## config.mk

```make
export PLATFORM = sky130hd
export DESIGN_NAME = serial_sub
export DESIGN_NICKNAME = d
export VERILOG_FILES = /design/src/rtl/serial_sub.sv
export SDC_FILE = /design/constraint.sdc
export NUM_CORES = 1
export LEC_CHECK = 0
export CAP_MARGIN = 20
export CORE_MARGIN = 4
export CORE_UTILIZATION = 55
export CTS_BUF_LIST = sky130_fd_sc_hd__clkbuf_8
export CTS_CLUSTER_DIAMETER = 120
export CTS_CLUSTER_SIZE = 25
export DETAILED_ROUTE_END_ITERATION = 6
export PLACE_DENSITY_LB_ADDON = 0.1
export SETUP_SLACK_MARGIN = 0.4
export SLEW_MARGIN = 20
export SYNTH_ARGS = -nofsm -noshare
export SYNTH_HDL_FRONTEND = slang
export SYNTH_SLANG_ARGS = --single-unit
export TNS_END_PERCENT = 20
```

## constraint.sdc

```tcl
create_clock -name CLK -period 5.6 [get_ports CLK]
set_input_delay 1.12 -clock CLK [delete_from_list [all_inputs] [get_ports CLK]]
set_output_delay 1.12 -clock CLK [all_outputs]
set_load 0.05 [all_outputs]
```

## src/rtl/serial_sub.sv

```systemverilog
// serial_sub - bit-serial ripple-borrow subtractor.
//
// Computes O = (I0 - I1 - BIN) mod 2^WIDTH and BOUT = (I0 < I1 + BIN) one bit
// per clock using a single full-subtractor cell. Operands enter through a
// valid/ready handshake and the result leaves through a second one. Only one
// operation is in flight at a time.
//
// Ports:
//   CLK          rising-edge clock
//   ASYNCRESETN  asynchronous active-low reset
//   I_VALID      operand request valid
//   I_READY      block can accept operands (registered, high only in IDLE)
//   I0, I1       minuend / subtrahend, WIDTH bits, unsigned
//   BIN          borrow-in, captured together with I0/I1
//   O_VALID      result valid (registered, high only in DONE)
//   O_READY      consumer accepts the result
//   O            difference, WIDTH bits
//   BOUT         borrow-out
module serial_sub #(
  parameter int WIDTH = 8
) (
  input  logic             CLK,
  input  logic             ASYNCRESETN,
  input  logic             I_VALID,
  output logic             I_READY,
  input  logic [WIDTH-1:0] I0,
  input  logic [WIDTH-1:0] I1,
  input  logic             BIN,
  output logic             O_VALID,
  input  logic             O_READY,
  output logic [WIDTH-1:0] O,
  output logic             BOUT
);

  localparam int CW = (WIDTH > 1) ? $clog2(WIDTH) : 1;
  localparam logic [CW-1:0] LAST_BIT = CW'(WIDTH - 1);

  typedef enum logic [1:0] {
    IDLE = 2'd0,
    RUN  = 2'd1,
    DONE = 2'd2
  } state_e;

  // Full-subtractor borrow: borrow when b exceeds a, or when they are equal
  // and a borrow is already pending.
  function automatic logic fs_borrow(input logic a, input logic b, input logic br);
    return (~a & b) | (~(a ^ b) & br);
  endfunction

  state_e           state_q, state_d;
  logic [WIDTH-1:0] op0_q, op0_d;
  logic [WIDTH-1:0] op1_q, op1_d;
  logic [WIDTH-1:0] res_q, res_d;
  logic [CW-1:0]    cnt_q, cnt_d;
  logic             br_q, br_d;
  logic [WIDTH-1:0] o_q, o_d;
  logic             bout_q, bout_d;
  logic             i_ready_q, i_ready_d;
  logic             o_valid_q, o_valid_d;

  logic a_s;
  logic b_s;
  logic d_s;
  logic br_next_s;

  // Next-state and datapath computation for the serial subtract sequence.
  always_comb begin
    state_d   = state_q;
    op0_d     = op0_q;
    op1_d     = op1_q;
    res_d     = res_q;
    cnt_d     = cnt_q;
    br_d      = br_q;
    o_d       = o_q;
    bout_d    = bout_q;
    a_s       = op0_q[cnt_q];
    b_s       = op1_q[cnt_q];
    d_s       = a_s ^ b_s ^ br_q;
    br_next_s = fs_borrow(a_s, b_s, br_q);

    case (state_q)
      IDLE: begin
        if (I_VALID) begin
          op0_d   = I0;
          op1_d   = I1;
          br_d    = BIN;
          cnt_d   = '0;
          state_d = RUN;
        end else begin
          state_d = IDLE;
        end
      end
      RUN: begin
        // Result fills from the top so bit 0 lands in place after WIDTH shifts.
        res_d = {d_s, res_q[WIDTH-1:1]};
        br_d  = br_next_s;
        cnt_d = cnt_q + CW'(1);
        if (cnt_q == LAST_BIT) begin
          // Publish only the finished word, including the bit computed now.
          o_d     = res_d;
          bout_d  = br_next_s;
          state_d = DONE;
        end else begin
          state_d = RUN;
        end
      end
      DONE: begin
        if (O_READY) begin
          state_d = IDLE;
        end else begin
          state_d = DONE;
        end
      end
      default: begin
        state_d = IDLE;
      end
    endcase

    // Handshake flags are decoded from the next state so they come out of flops.
    i_ready_d = (state_d == IDLE);
    o_valid_d = (state_d == DONE);
  end

  // State, operand, result and handshake registers.
  always_ff @(posedge CLK or negedge ASYNCRESETN) begin
    if (!ASYNCRESETN) begin
      state_q   <= IDLE;
      op0_q     <= '0;
      op1_q     <= '0;
      res_q     <= '0;
      cnt_q     <= '0;
      br_q      <= 1'b0;
      o_q       <= '0;
      bout_q    <= 1'b0;
      i_ready_q <= 1'b1;
      o_valid_q <= 1'b0;
    end else begin
      state_q   <= state_d;
      op0_q     <= op0_d;
      op1_q     <= op1_d;
      res_q     <= res_d;
      cnt_q     <= cnt_d;
      br_q      <= br_d;
      o_q       <= o_d;
      bout_q    <= bout_d;
      i_ready_q <= i_ready_d;
      o_valid_q <= o_valid_d;
    end
  end

  assign I_READY = i_ready_q;
  assign O_VALID = o_valid_q;
  assign O       = o_q;
  assign BOUT    = bout_q;

endmodule
```

Word level (Yosys, flattened, before mapping)
Index checks and enable logic that the tools add are counted.
{"block": "totals", "regBits": 41, "latchBits": 0, "mem_bits_rw": 0, "mem_bits_ro": 0, "inputBits": 21, "out_inout_bits": 11, "n_memories": 0}
{"block": "op_classes", "n_addsub": 1, "n_mul": 0, "div": 0, "n_lt_le_gt_ge": 1, "eq_ne": 5, "shift": 0, "muxes": 12, "bitwise_logic": 7, "reduce_logical": 6}
{"operator": "binary-select mux 1 bit (select 3 bit)", "count": 2}
{"operator": "case mux 2 bit (3 select lines)", "count": 1}
{"operator": "case mux 3 bit (2 select lines)", "count": 1}
{"operator": "AND reduction 2 bit", "count": 3}
{"operator": "equality test 2 bit, second input constant", "count": 2}
{"operator": "zero test 2 bit", "count": 2}
{"operator": "less-than comparator 3 x 4 -> 1 bit, second input constant", "count": 1}
{"operator": "2-to-1 mux 1 bit", "count": 4}
{"operator": "2-to-1 mux 2 bit", "count": 2}
{"operator": "adder 3 x 1 -> 3 bit, second input constant", "count": 1}
{"operator": "equality test 3 bit, second input constant", "count": 1}
{"operator": "2-to-1 mux 3 bit", "count": 1}
{"operator": "AND 1 bit", "count": 2}
{"operator": "equality test 2 x 1 -> 1 bit, second input constant", "count": 1}
{"operator": "!= test 2 bit, second input constant", "count": 1}
{"operator": "inverter 1 bit", "count": 2}
{"operator": "case mux 1 bit (2 select lines)", "count": 1}
{"operator": "nonzero test 2 bit", "count": 1}
{"operator": "XOR 1 bit", "count": 2}
{"operator": "OR 1 bit", "count": 1}

Logic depth before layout (Yosys ltp)
{"block": "depth", "ltp_word": 7, "ltp_mapped": 6, "mapped_depth_nobuf": 5}

Worst setup path before layout
OpenSTA, ideal clock, no wires.
{"block": "synth_timing", "kind": "register to register", "startpoint": "reg cnt_q[0]", "endpoint": "reg o_q[7], in the netlist O[7]", "arrival_ns": 1.982, "path_slack_ns": 3.493, "path_stages_with_launch": 6, "path_buffers": 1, "cell_sequence": "dfrtp_1 buf_6 mux4_1 mux2_2 fa_1 mux2_2"}
{"block": "synth_via", "elab_chain_len": 4, "elab_cells_between_ends": 8, "classes_between": "1 x eq/ne; 4 x mux; 2 x bitwise; 1 x reduce/logical"}
{"item": "start, declared", "line": "54", "text": "logic [CW-1:0] cnt_q, cnt_d;"}
{"item": "start signal, assigned", "line": "142", "text": "cnt_q <= cnt_d;"}
{"item": "binary-select mux 1 bit (select 3 bit) (on tied branches)", "line": "76, 77"}
{"item": "2-to-1 mux 1 bit (on tied branches)", "line": "76, 77"}
{"item": "XOR 1 bit * (2 in series)", "line": "78", "text": "d_s = a_s ^ b_s ^ br_q;"}
{"item": "net d_s", "line": "63", "text": "logic d_s;"}
{"item": "end signal, assigned", "line": "133", "text": "o_q <= '0;"}
{"item": "end signal, assigned", "line": "144", "text": "o_q <= o_d;"}
{"item": "end, declared", "line": "56", "text": "logic [WIDTH-1:0] o_q, o_d;"}
Mark *: on every way through the listed nets, which the timed path passes. The rest lies on a longest branch. The select of a mux whose other input is x is not followed.
A chain may end at the register's enable or synchronous reset.

Final worst setup path
{"block": "layout_timing", "startpoint": "reg i_ready_q, in the netlist I_READY", "endpoint": "out I_READY"}
{"item": "start, declared", "line": "58", "text": "logic i_ready_q, i_ready_d;"}
{"item": "start signal, assigned", "line": "146", "text": "i_ready_q <= i_ready_d;"}
{"item": "end, declared", "line": "25", "text": "output logic I_READY,"}
No word-level cell between the ends.

==> metrics <==
antenna violations before repair=0; DR WL met2=around 1.4 mm; register bit count reported by yosys=40; multi-input logic area=654.4 um^2; WHS Path Cells=2; CTS Buf Count=5; hold-fix buffers at CTS=0; global-route wire length before repair=5.168 mm; Worst R2R Setup Slack=3.29 ns; crit start category=register; worst hold path class=reg -> reg; DP Worst Slack=2.703 ns; Final TNS setup=0 ns; clock root cell=clkbuf_8; Lkg Pwr=0.0009644 uW; part of the Yosys area used for sequential elements=0.5847; Critical path buffers and inverters=1; Crit Path Max Fanout=1; Fin. Hold Viols=0; commonest non-fill, non-tap cell in the layout=dfrtp_1; Post CTS Setup Buffer Count=0; FMAX=0.3694 GHz; wire per inst=14.72 um; synth warn=0; final period utilization=0.4834; DR top layer=met4; area grow syn2layout=24.01%; Slew @ Worst Pin=0.8471 ns; HP Start=res_q[1]; vias per cell=5.247; Final nets=179; met1 wire length=1.318 mm; CP Cell Sequence=clkdlybuf4s50_1; min cycle time layout=2.707 ns; Clock transition at path regs=0.07 ns; Sink Count=40; Setup CP Type=reg -> out; worst clock skew=0.005242 ns; Slew HR=0.4353; WL met3=150 um; Worst VDD drop=392.7 uV; hold endpoint=res_q[1]; io pins=32; residual DRC count=0; share of layout cells above drive strength 1=0.2244; Avg Inst Size Synth=13.82 um^2; maxcap violations=0; post-synth top area share=0.5693; Inserted Diodes=0; final instance count without filler cells=just under 200; CP Data Arrival Time=around 1.6 ns; Placement Rows=19; port bufs=31; DIE WIDTH=around 64 um; register area=approximately 0.0010 mm^2; RePlAce Congestion=0.7353; cell area after synthesis=0.001714 mm^2; main area contributors after synthesis=dfrtp_1 57%, mux2_2 16%, mux4_1 6.1%, nand2_1 5.7%, buf_6 2.0%; DR iter-0 viols=83; RR Endpoint=O[7]; status=finished, final reports clean; Worst-Skew Late Latency=0.28 ns; placed insts=190; CTS tree=yes; Finished Core Util=0.7390; Starting Density=0.5959; crit-path leading delay family=buffers and inverters; core box area=0.002877 mm^2; power per cell area=around 620 mW/mm^2; RSZ-0062 raised after global routing=false; most frequent cells in the layout=39 x dfrtp_1, 30 x clkdlybuf4s50_1, 26 x nand2_1, 25 x mux2_2, 5 x clkbuf_8; Critical Path End Type=output pin; Vias=1039; Required @ worst endpoint=4.48 ns; Fill cells=roughly 190; count of cell types in the netlist=24; crit-path max cell delay=0.79 ns; max-slew violations=0; Detailed Route WL=2.915 mm; worst r2r src=cnt_q[0]; cell taking the most area after synthesis=dfrtp_1; Max H-tree Level=2; post-CTS sizing=0; number of global-route vias before repair=1108; setup slack after layout=2.893 ns; R2R cell count=4; GRT Util Overall=0.1671; drt pass-1 iters=4; Worst path slowest cell=clkdlybuf4s50_1; Final Setup Violations=0; Total Die Area=0.004074 mm^2; largest net degree at the start of global routing=41; Hold WS=0.4900 ns; grt total ovfl=0; Syn Inst Count=124; hpwl dp=2.054 mm; Synthesized Nets=about 150; clock tree buffer depth=2; ANT nets after route=0; Die Y=63.83 um
report_power, final:
part | switching (uW) | leakage (uW) | internal [uW]
clock | 92.6 | 0.0000593 | 130
sequential | 96.0 | 0.000486 | 430
combinational | 287 | 0.000419 | 274
total | 475 | 0.000964 | 834
registers in the layout, summed over array words and instances, names as in the netlist:
| register | flops |
|---|---|
| state_q | 2 |
| cnt_q | 3 |
| op1_q | 8 |
| BOUT | 1 |
| I_READY | 1 |
| O | 8 |
| res_q | 7 |
| br_q | 1 |
| op0_q | 8 |
| O_VALID | 1 |
per-layer routing:
layer  vias to the layer above  global-route usage
li1                        492                   -
met1                       514              0.2002
met2                        29              0.2787
met4                         0             0.07278
met3                         4             0.05079
met5                         -                   0
Yosys cell counts:
library cell	n
dfrtp_1	39
mux2_2	25
a22oi_1	1
buf_2	1
nor2_1	4
dfstp_2	1
nand2_1	26
inv_1	1
a21oi_1	2
buf_6	3
o21bai_1	1
fa_1	1
buf_4	1
nand3b_1	1
nand2b_1	1
clkbuf_1	2
nor2b_1	1
a22o_1	2
mux4_1	4
nor3b_4	1
ha_1	2
o21ai_0	2
mux2i_1	1
o22a_1	1
kinds of logic after synthesis:
kind of cell | share of synthesized area
compound gates | 0.03577
mux | 0.2314
simple gates | 0.08832
buf+inv | 0.03357
flops | 0.5847
fa+ha+maj | 0.02628
how the worst max path moves through the flow:
stage	startpoint	slack (ns)	to	depth (start not counted)
2_1_floorplan	cnt_q[0]	3.49	O[7]	5
3_3_place_gp	I_VALID	2.77	op1_q[3]	3
3_5_place_dp	I_VALID	2.70	op0_q[6]	3
4_1_cts	I_READY	2.88	I_READY	1
5_1_grt	I_READY	2.84	I_READY	1
6_report	I_READY	2.89	I_READY	1
per-stage QoR:
step                      area [um^2]  total power, uW
after floorplan                  1714            940.3
after global placement           2018             1072
after detailed placement         2018             1095
after CTS                        2126             1325
after global routing             2126             1401
final                            2126             1309
layout make-up:
class,count,area share
sequential,40,0.4715
clock buffer,5,0.03237
timing repair buffer,31,0.1436
multi-input combinational,76,0.3078
tap,42,0.02472
clock inverter,3,0.01825
inverter,1,0.001766
Note: power is estimated with default switching activity, not from simulation.
